`src/rtl/addsub_pkg.sv`:
```
// Shared types for the add/subtract accumulator pipeline: opcode encoding and status flags.
package addsub_pkg;

  typedef enum logic [1:0] {
    OP_ADD     = 2'b00,
    OP_SUB     = 2'b01,
    OP_ACC_ADD = 2'b10,
    OP_ACC_SUB = 2'b11
  } op_t;

  typedef struct packed {
    logic zero;
    logic carry;
    logic overflow;
    logic negative;
  } flags_t;

  function automatic logic is_acc(input op_t op);
    return (op == OP_ACC_ADD) || (op == OP_ACC_SUB);
  endfunction

  function automatic logic is_sub(input op_t op);
    return (op == OP_SUB) || (op == OP_ACC_SUB);
  endfunction

endpackage

```
`src/rtl/addsub_core.sv`:
```
// Combinational add/subtract with carry/borrow, signed overflow and optional signed saturation.
module addsub_core
  import addsub_pkg::*;
#(
  parameter int WIDTH    = 8,
  parameter bit SATURATE = 1'b0
) (
  input  logic [WIDTH-1:0] x,
  input  logic [WIDTH-1:0] y,
  input  logic             sub,
  output logic [WIDTH-1:0] r,
  output flags_t           flags
);

  localparam int MSB = WIDTH - 1;

  logic [WIDTH:0]   sum;
  logic [WIDTH-1:0] raw;
  logic             ovf;

  always_comb begin
    // Subtraction is x + ~y + 1, so bit WIDTH is the inverted borrow.
    if (sub) begin
      sum = {1'b0, x} + {1'b0, ~y} + {{WIDTH{1'b0}}, 1'b1};
    end else begin
      sum = {1'b0, x} + {1'b0, y};
    end
    raw = sum[MSB:0];
    if (sub) begin
      ovf = (x[MSB] != y[MSB]) && (raw[MSB] != x[MSB]);
    end else begin
      ovf = (x[MSB] == y[MSB]) && (raw[MSB] != x[MSB]);
    end
    r = raw;
    if (SATURATE && ovf) begin
      r = x[MSB] ? {1'b1, {MSB{1'b0}}} : {1'b0, {MSB{1'b1}}};
    end
    flags.zero     = (r == '0);
    flags.carry    = sub ? ~sum[WIDTH] : sum[WIDTH];
    flags.overflow = ovf;
    flags.negative = r[MSB];
  end

endmodule

```
`src/rtl/addsub_acc_pipe.sv`:
```
// Two-stage pipelined add/subtract unit with status flags and a running accumulator.
module addsub_acc_pipe
  import addsub_pkg::*;
#(
  parameter int WIDTH    = 8,
  parameter bit SATURATE = 1'b0
) (
  input  logic             clk,
  input  logic             reset,
  input  logic             in_valid,
  output logic             in_ready,
  input  op_t              op,
  input  logic [WIDTH-1:0] a,
  input  logic [WIDTH-1:0] b,
  output logic             out_valid,
  input  logic             out_ready,
  output logic [WIDTH-1:0] out,
  output logic             result_is_zero,
  output logic             carry,
  output logic             overflow,
  output logic             negative,
  output logic [WIDTH-1:0] acc
);

  // Handshake: a beat moves on any rising edge where valid && ready. The producer holds
  // op/a/b while in_valid && !in_ready; this unit holds out/flags while out_valid && !out_ready.
  // in_ready is combinational from out_ready (no skid buffer), so a full pipe holds two beats.

  logic             s1_valid;
  op_t              s1_op;
  logic [WIDTH-1:0] s1_a;
  logic [WIDTH-1:0] s1_b;

  logic             s2_valid;
  flags_t           s2_flags;

  logic             s1_adv;
  logic             s2_adv;

  logic [WIDTH-1:0] core_x;
  logic [WIDTH-1:0] core_y;
  logic [WIDTH-1:0] core_r;
  flags_t           core_flags;

  assign s2_adv   = !s2_valid || out_ready;
  assign s1_adv   = !s1_valid || s2_adv;
  assign in_ready = s1_adv;

  // Accumulate ops use acc as the left operand and a as the right; b is ignored.
  assign core_x = is_acc(s1_op) ? acc  : s1_a;
  assign core_y = is_acc(s1_op) ? s1_a : s1_b;

  addsub_core #(
    .WIDTH    (WIDTH),
    .SATURATE (SATURATE)
  ) u_core (
    .x     (core_x),
    .y     (core_y),
    .sub   (is_sub(s1_op)),
    .r     (core_r),
    .flags (core_flags)
  );

  always_ff @(posedge clk) begin
    if (reset) begin
      s1_valid <= 1'b0;
      s1_op    <= OP_ADD;
      s1_a     <= '0;
      s1_b     <= '0;
      s2_valid <= 1'b0;
      s2_flags <= '0;
      out      <= '0;
      acc      <= '0;
    end else begin
      if (s1_adv) begin
        s1_valid <= in_valid;
        if (in_valid) begin
          s1_op <= op;
          s1_a  <= a;
          s1_b  <= b;
        end
      end
      // acc is written on the same edge the result enters S2, so a following ACC op
      // already sitting in S1 sees the updated value next cycle.
      if (s2_adv) begin
        s2_valid <= s1_valid;
        if (s1_valid) begin
          out      <= core_r;
          s2_flags <= core_flags;
          if (is_acc(s1_op)) begin
            acc <= core_r;
          end
        end
      end
    end
  end

  assign out_valid      = s2_valid;
  assign result_is_zero = s2_flags.zero;
  assign carry          = s2_flags.carry;
  assign overflow       = s2_flags.overflow;
  assign negative       = s2_flags.negative;

endmodule

```
`config.mk`:
```
export PLATFORM = sky130hd
export DESIGN_NAME = addsub_acc_pipe
export DESIGN_NICKNAME = d
export VERILOG_FILES = /design/src/rtl/addsub_pkg.sv /design/src/rtl/addsub_core.sv /design/src/rtl/addsub_acc_pipe.sv
export SDC_FILE = /design/constraint.sdc
export NUM_CORES = 1
export LEC_CHECK = 0
export BUFFER_PORTS_ARGS = -buffer_cell sky130_fd_sc_hd__clkbuf_2
export CAP_MARGIN = 40
export CORE_ASPECT_RATIO = 0.7
export CORE_MARGIN = 2
export CORE_UTILIZATION = 55
export DETAILED_ROUTE_END_ITERATION = 16
export GPL_TIMING_DRIVEN = 0
export PLACE_DENSITY = 0.84
export REMOVE_ABC_BUFFERS = 1
export SKIP_CTS_REPAIR_TIMING = 1
export SKIP_LAST_GASP = 1
export SYNTH_ARGS = -nofsm -noshare
export SYNTH_HDL_FRONTEND = slang
export SYNTH_SLANG_ARGS = --single-unit
```
`constraint.sdc`:
```
create_clock -name clk -period 5 [get_ports clk]
set_input_delay 0.25 -clock clk [delete_from_list [all_inputs] [get_ports clk]]
set_output_delay 0.25 -clock clk [all_outputs]
set_load 0.01 [all_outputs]
```
==> results of run 1 <==
[area by class of cell]
type	instances	area (sq um)	area share (%)
clock buffer	5	68.82	2.609
clock inverter	3	67.56	2.562
inverter	14	52.55	1.992
multi-input combinational	214	1380	52.32
sequential	39	780.7	29.60
tap	52	65.06	2.467
timing repair buffer	44	222.7	8.444
[flip-flops by register name (all words and copies together) (netlist names)]
| signal | cells |
|---|---|
| carry | 1 |
| out_valid | 1 |
| s1_a | 8 |
| acc | 8 |
| s1_b | 8 |
| s1_valid | 1 |
| result_is_zero | 1 |
| overflow | 1 |
| s1_op | 2 |
| out | 8 |
[power groups by stage]
stage               clock network [W]  registers [W]  logic (W)
global route                 0.000340       0.000343   0.000171
finish                       0.000316       0.000340   0.000150
floorplan                           0       0.000347   0.000102
CTS                          0.000320       0.000340   0.000150
detailed placement                  0       0.000347   0.000149
global placement                    0       0.000346   0.000146
[final timing paths]
| path | to | slack [ns] | from |
|---|---|---|---|
| setup / recovery | result_is_zero$_SDFFE_PP0P_ | 1.33 | s1_op[1]$_SDFFE_PP0P_ |
| hold reg to reg | s1_b[3]$_SDFFE_PP0P_ | 0.46 | s1_b[3]$_SDFFE_PP0P_ |
| hold / removal | s1_a[0]$_SDFFE_PP0P_ | 0.16 | a[0] |
| setup reg to reg | result_is_zero$_SDFFE_PP0P_ | 1.33 | s1_op[1]$_SDFFE_PP0P_ |
[through the flow]
| step | hold WS, ns | utilization (%) | power [W] | setup WS, ns |
|---|---|---|---|---|
| 2_1_floorplan | 0.3191 | - | 0.0004495 | 1.844 |
| 3_3_place_gp | 0.4397 | 62.81 | 0.0004923 | 1.425 |
| 3_5_place_dp | 0.4464 | 63.00 | 0.0004959 | 1.407 |
| 4_1_cts | 0.1635 | 66.44 | 0.0008095 | 1.389 |
| 5_1_grt | 0.1718 | 66.44 | 0.0008533 | 1.177 |
| 6_report | 0.1621 | 66.44 | 0.0008061 | 1.326 |
[layout by cell type (no fill, tap or decap), drive strengths merged, types with 2 or more instances in the layout]
cell,Yosys,routed
a211oi,8,8
a21oi,36,36
and2,4,4
bufinv,0,2
clkbuf,12,48
dfxtp,39,39
fa,2,2
ha,17,17
inv,14,14
mux2,15,15
mux2i,5,5
nand2,65,65
nand2b,4,4
nand3,2,2
nor2,16,16
nor2b,3,3
nor3,2,2
nor4,2,2
o21ai,6,6
o21bai,3,3
o311ai,2,2
xnor2,5,5
xor2,3,3
[cells by family (layout without fill, tap and decap cells)]
group                    count (synthesis)  after routing  synth area share (%)
AND/OR/NAND/NOR                        103            103                 19.39
AO/OA/AOI/OAI                           64             64                 17.20
flip-flops                              39             39                 34.08
buffers and inverters                   30             66                 5.680
multiplexers                            20             20                 9.558
adder cells (fa/ha/maj)                 19             19                 11.03
XOR/XNOR                                 8              8                 3.059
[layer usage]
metal / global-route usage, % / part of all wire, % / wire (um) / vias up
met5: 0 / 0 / 0 / -
met4: 5.569 / 0.91 / 44 / 0
met3: 5.607 / 5.3 / 255 / 6
met2: 35.18 / 42 / 2048 / 48
met1: 33.04 / 51 / 2490 / 881
li1: - / - / - / 1024
[worst max-delay path, stage by stage, from the launching register on]
cell and delay (ns):
dfxtp_1 0.92, mux2_2 0.44, ha_1 0.21, fa_1 0.39, o21ba_1 0.18, o21bai_1 0.22, a221oi_2 0.13, or3b_1 0.36
and4b_1 0.24, nor4_1 0.34, a31o_1 0.18
==> results.cfg, run 1 <==
[status]
status = completed

[finish]
fin_cells = 371
layout.nets = 359
drive_above_1_share_pct = 21.63
filler_cell_count = 353
n_antenna_cell = 0
design_area_sq_mm = 0.002638
area_growth_pct = 15.13

[pwr]
power_frac_seq_pct = 42.2
switchingPower_w = 0.0002166
combPwrFrac_pct = 18.7
p_leak_nw = 1.120
internal-power_w = 0.0005895
power_density_mw_per_mm2 = 305.6
swShare_pct = 26.87
peakVddDrop_uv = 282.5
clockPowerShare_pct = 39.2

[hold_path]
hold_depth = 3
hold_class = in -> reg

[worst_setup_path]
startpoint_type = register
critical_path_class = reg -> reg
path_max_fanout = 20
end_kind = register
reg2reg_depth = 10
arrival_ns = 3.91
required_ns = 5.24

[clocking]
cts_tree = done
cts_root_buf = clkbuf_8
clock_sinks = 39
clk_pin_slew_ns = 0.08
clk_latency_ns = 0.30
cts_made_buffers = 5
clockBufferDepth = 2
htree_levels = 2

[routing]
vias = 1959
dr.pass1.iters = 4
drcViolationCount = 0
wl_um = 4838
postRouteAntennaNets = 0
routed_via_density = 5.280
wire_per_inst_um = 13.04
drt_iter0_markers = 93

[synthesis]
syn_inst = 283
yosys.area.top_type = dfxtp_1
synth_area_leaders = dfxtp_1, nand2_1, ha_1
async_reset_ff_share_pct = 0
yosys_most_used_dff = dfxtp_1
ys_types = 41
synth_edf_count = 0
synth_top_area_share_pct = 34.08
syn-mean-instance-area_sq_um = 8.095
synth_most_common_cell = nand2_1
ys_seq_area_share_pct = 34.08
yosysWarnings = 0
synth_common_cells = nand2_1, dfxtp_1, a21oi_1
synth_seq_cells = 39
syn-cell-area_sq_mm = 0.002291

[global_routing]
grt_usage_pct = 23.04
gr-total-overflow = 0
antenna_found_initial = 0
grt_pass1_wl_um = 8300
grt_pass1_vias = 1802
grt_max_degree = 41

[sta]
fmax_mhz = 272.2
final_max_slew_viol_count = 0
fin_crit_sh_pct = 73.47
setup_violations = 0
fin_worst_skew_ns = 0.006675
slew_headroom_pct = 39.60
fin_setup_tns_ns = 0
rsz0062_at_grt = false
worstMarginPinSlew_ns = 0.9047
hold_viol_final = 0
layout_min_cycle_time_ns = 3.674

[placed_design]
postPlaceCellArea_sq_mm = 0.002501
place.gp.congestion = 0.8423
place.port_buffers = 43
placedCellCount = 363
dpl.hpwl_um = 3487

[floorplanning]
fp.dieH_um = 58.00
rows = 19
ios = 44
chipWidth_um = 81.14
dieArea_sq_mm = 0.004706
initial_utilization_pct = 57.71
core_sq_mm = 0.003970

[job]
drv_cap = 0
(Power assumes the default switching activity.)
==> inputs of run 2 (changes only) <==
==> constraint.sdc (replaced) <==
create_clock -name clk -period 3.55 [get_ports clk]
set_input_delay 0.1775 -clock clk [delete_from_list [all_inputs] [get_ports clk]]
set_output_delay 0.1775 -clock clk [all_outputs]
set_load 0.01 [all_outputs]
==> results.cfg, run 2 (synthesis gave the netlist of run 1 again) <==
[status]
status = completed

[clocking]
htree_levels = 2
cts_root_buf = clkbuf_8
cts_made_buffers = 5
cts_tree = done
clock_sinks = 39
clockBufferDepth = 2
clk_pin_slew_ns = 0.08
clk_latency_ns = 0.29

[sta]
rsz0062_at_grt = false
fin_worst_skew_ns = 0.003442
layout_min_cycle_time_ns = 3.371
fin_crit_sh_pct = 94.97
hold_viol_final = 0
fmax_mhz = 296.6
fin_setup_tns_ns = 0
worstMarginPinSlew_ns = 0.8162
slew_headroom_pct = 45.59
setup_slack_ns = 0.1786
setup_violations = 0
final_max_slew_viol_count = 0

[worst_setup_path]
end_kind = register
path_max_fanout = 20
critical_path_class = reg -> reg
required_ns = 3.79
startpoint_type = register
arrival_ns = 3.61

[floorplanning]
rows = 19
dieArea_sq_mm = 0.004706
ios = 44
fp.dieH_um = 58.00
initial_utilization_pct = 57.71
core_sq_mm = 0.003970
chipWidth_um = 81.14

[placed_design]
place.port_buffers = 43
postPlaceCellArea_sq_mm = 0.002501
dp_slack_ns = -0.04338
place.gp.congestion = 0.8423
placedCellCount = 363
dpl.hpwl_um = 3487

[global_routing]
grt.met2_usage_pct = 35.18
gr-total-overflow = 0
grt_usage_pct = 23.04
grt_max_degree = 41
grt_pass1_wl_um = 8300
antenna_found_initial = 0
busiest_layer = met2
use_met3_pct = 5.607
grt_pass1_vias = 1802
gr-usage-met1_pct = 33.04

[finish]
layout_common_cells = nand2_1, clkbuf_2, dfxtp_1, a21oi_1, ha_1
layout.nets = 359
design_area_sq_mm = 0.002639
drive_above_1_share_pct = 21.94
layout_commonest_cell = nand2_1
area_growth_pct = 15.18
finalCoreUtilization_pct = 66.47
fin_cells = 371
n_antenna_cell = 0

[pwr]
peakVddDrop_uv = 398.0
p_leak_nw = 1.120
power_density_mw_per_mm2 = 429.3

[hold_path]
hold_class = in -> reg

[routing]
dr.pass1.iters = 4
drt_iter0_markers = 95
wl_um = 4823
drcViolationCount = 0
routed_via_density = 5.291
vias = 1963
wire_per_inst_um = 13.00
postRouteAntennaNets = 0

[job]
drv_cap = 0
run 2: cell types whose count changed in the layout (fill, tap and decap cells not counted):
cell     previous run  this run
dfxtp_2             0         1
dfxtp_1            39        38
run 2: layout make-up:
| type | instances | area, sq um |
|---|---|---|
| inverters | 14 | 52.55 |
| flip-flops and latches | 39 | 782.0 |
| fillers | 353 | 1331 |
| clock inverters | 3 | 67.56 |
| multi-input cells | 214 | 1380 |
| repair buffers | 44 | 222.7 |
| clock buffers | 5 | 68.82 |
| well taps | 52 | 65.06 |
run 2: path summary, 6_finish.rpt:
check / startpoint / end / slack [ns] / cells after the start
setup / recovery: s1_op[1]$_SDFFE_PP0P_ / result_is_zero$_SDFFE_PP0P_ / 0.18 / 10
hold / removal: op[1] / s1_op[1]$_SDFFE_PP0P_ / 0.09 / 3
setup reg to reg: s1_op[1]$_SDFFE_PP0P_ / result_is_zero$_SDFFE_PP0P_ / 0.18 / 10
hold reg to reg: s1_b[3]$_SDFFE_PP0P_ / s1_b[3]$_SDFFE_PP0P_ / 0.46 / 2
run 2: per-layer routing:
layer / up-vias / routed length, um
met5: - / 0
met4: 0 / 44
met3: 6 / 276
met2: 53 / 2057
met1: 880 / 2444
li1: 1024 / -
run 2: worst max-delay path, cell delays in order, from the launching register on:
cell      delay (ns)
dfxtp_2         0.64
mux2_2          0.42
ha_1            0.21
fa_1            0.39
o21ba_1         0.18
o21bai_1        0.22
a221oi_2        0.13
or3b_1          0.36
and4b_1         0.23
nor4_1          0.34
a31o_1          0.18
run 2: where the power goes:
group / total [W] / leakage [nW] / internal (W) / switching, W
Combinational: 0.000212 / 0.736 / 0.0000909 / 0.000121
Clock: 0.000442 / 0.0644 / 0.000280 / 0.000162
Sequential: 0.000479 / 0.320 / 0.000459 / 0.0000198
run 2: stage by stage:
step | power [W] | hold slack, ns
2_1_floorplan | 0.0006331 | 0.2466
3_3_place_gp | 0.0006933 | 0.3999
3_5_place_dp | 0.0006985 | 0.4056
4_1_cts | 0.001140 | 0.09104
5_1_grt | 0.001202 | 0.09928
6_report | 0.001133 | 0.09187
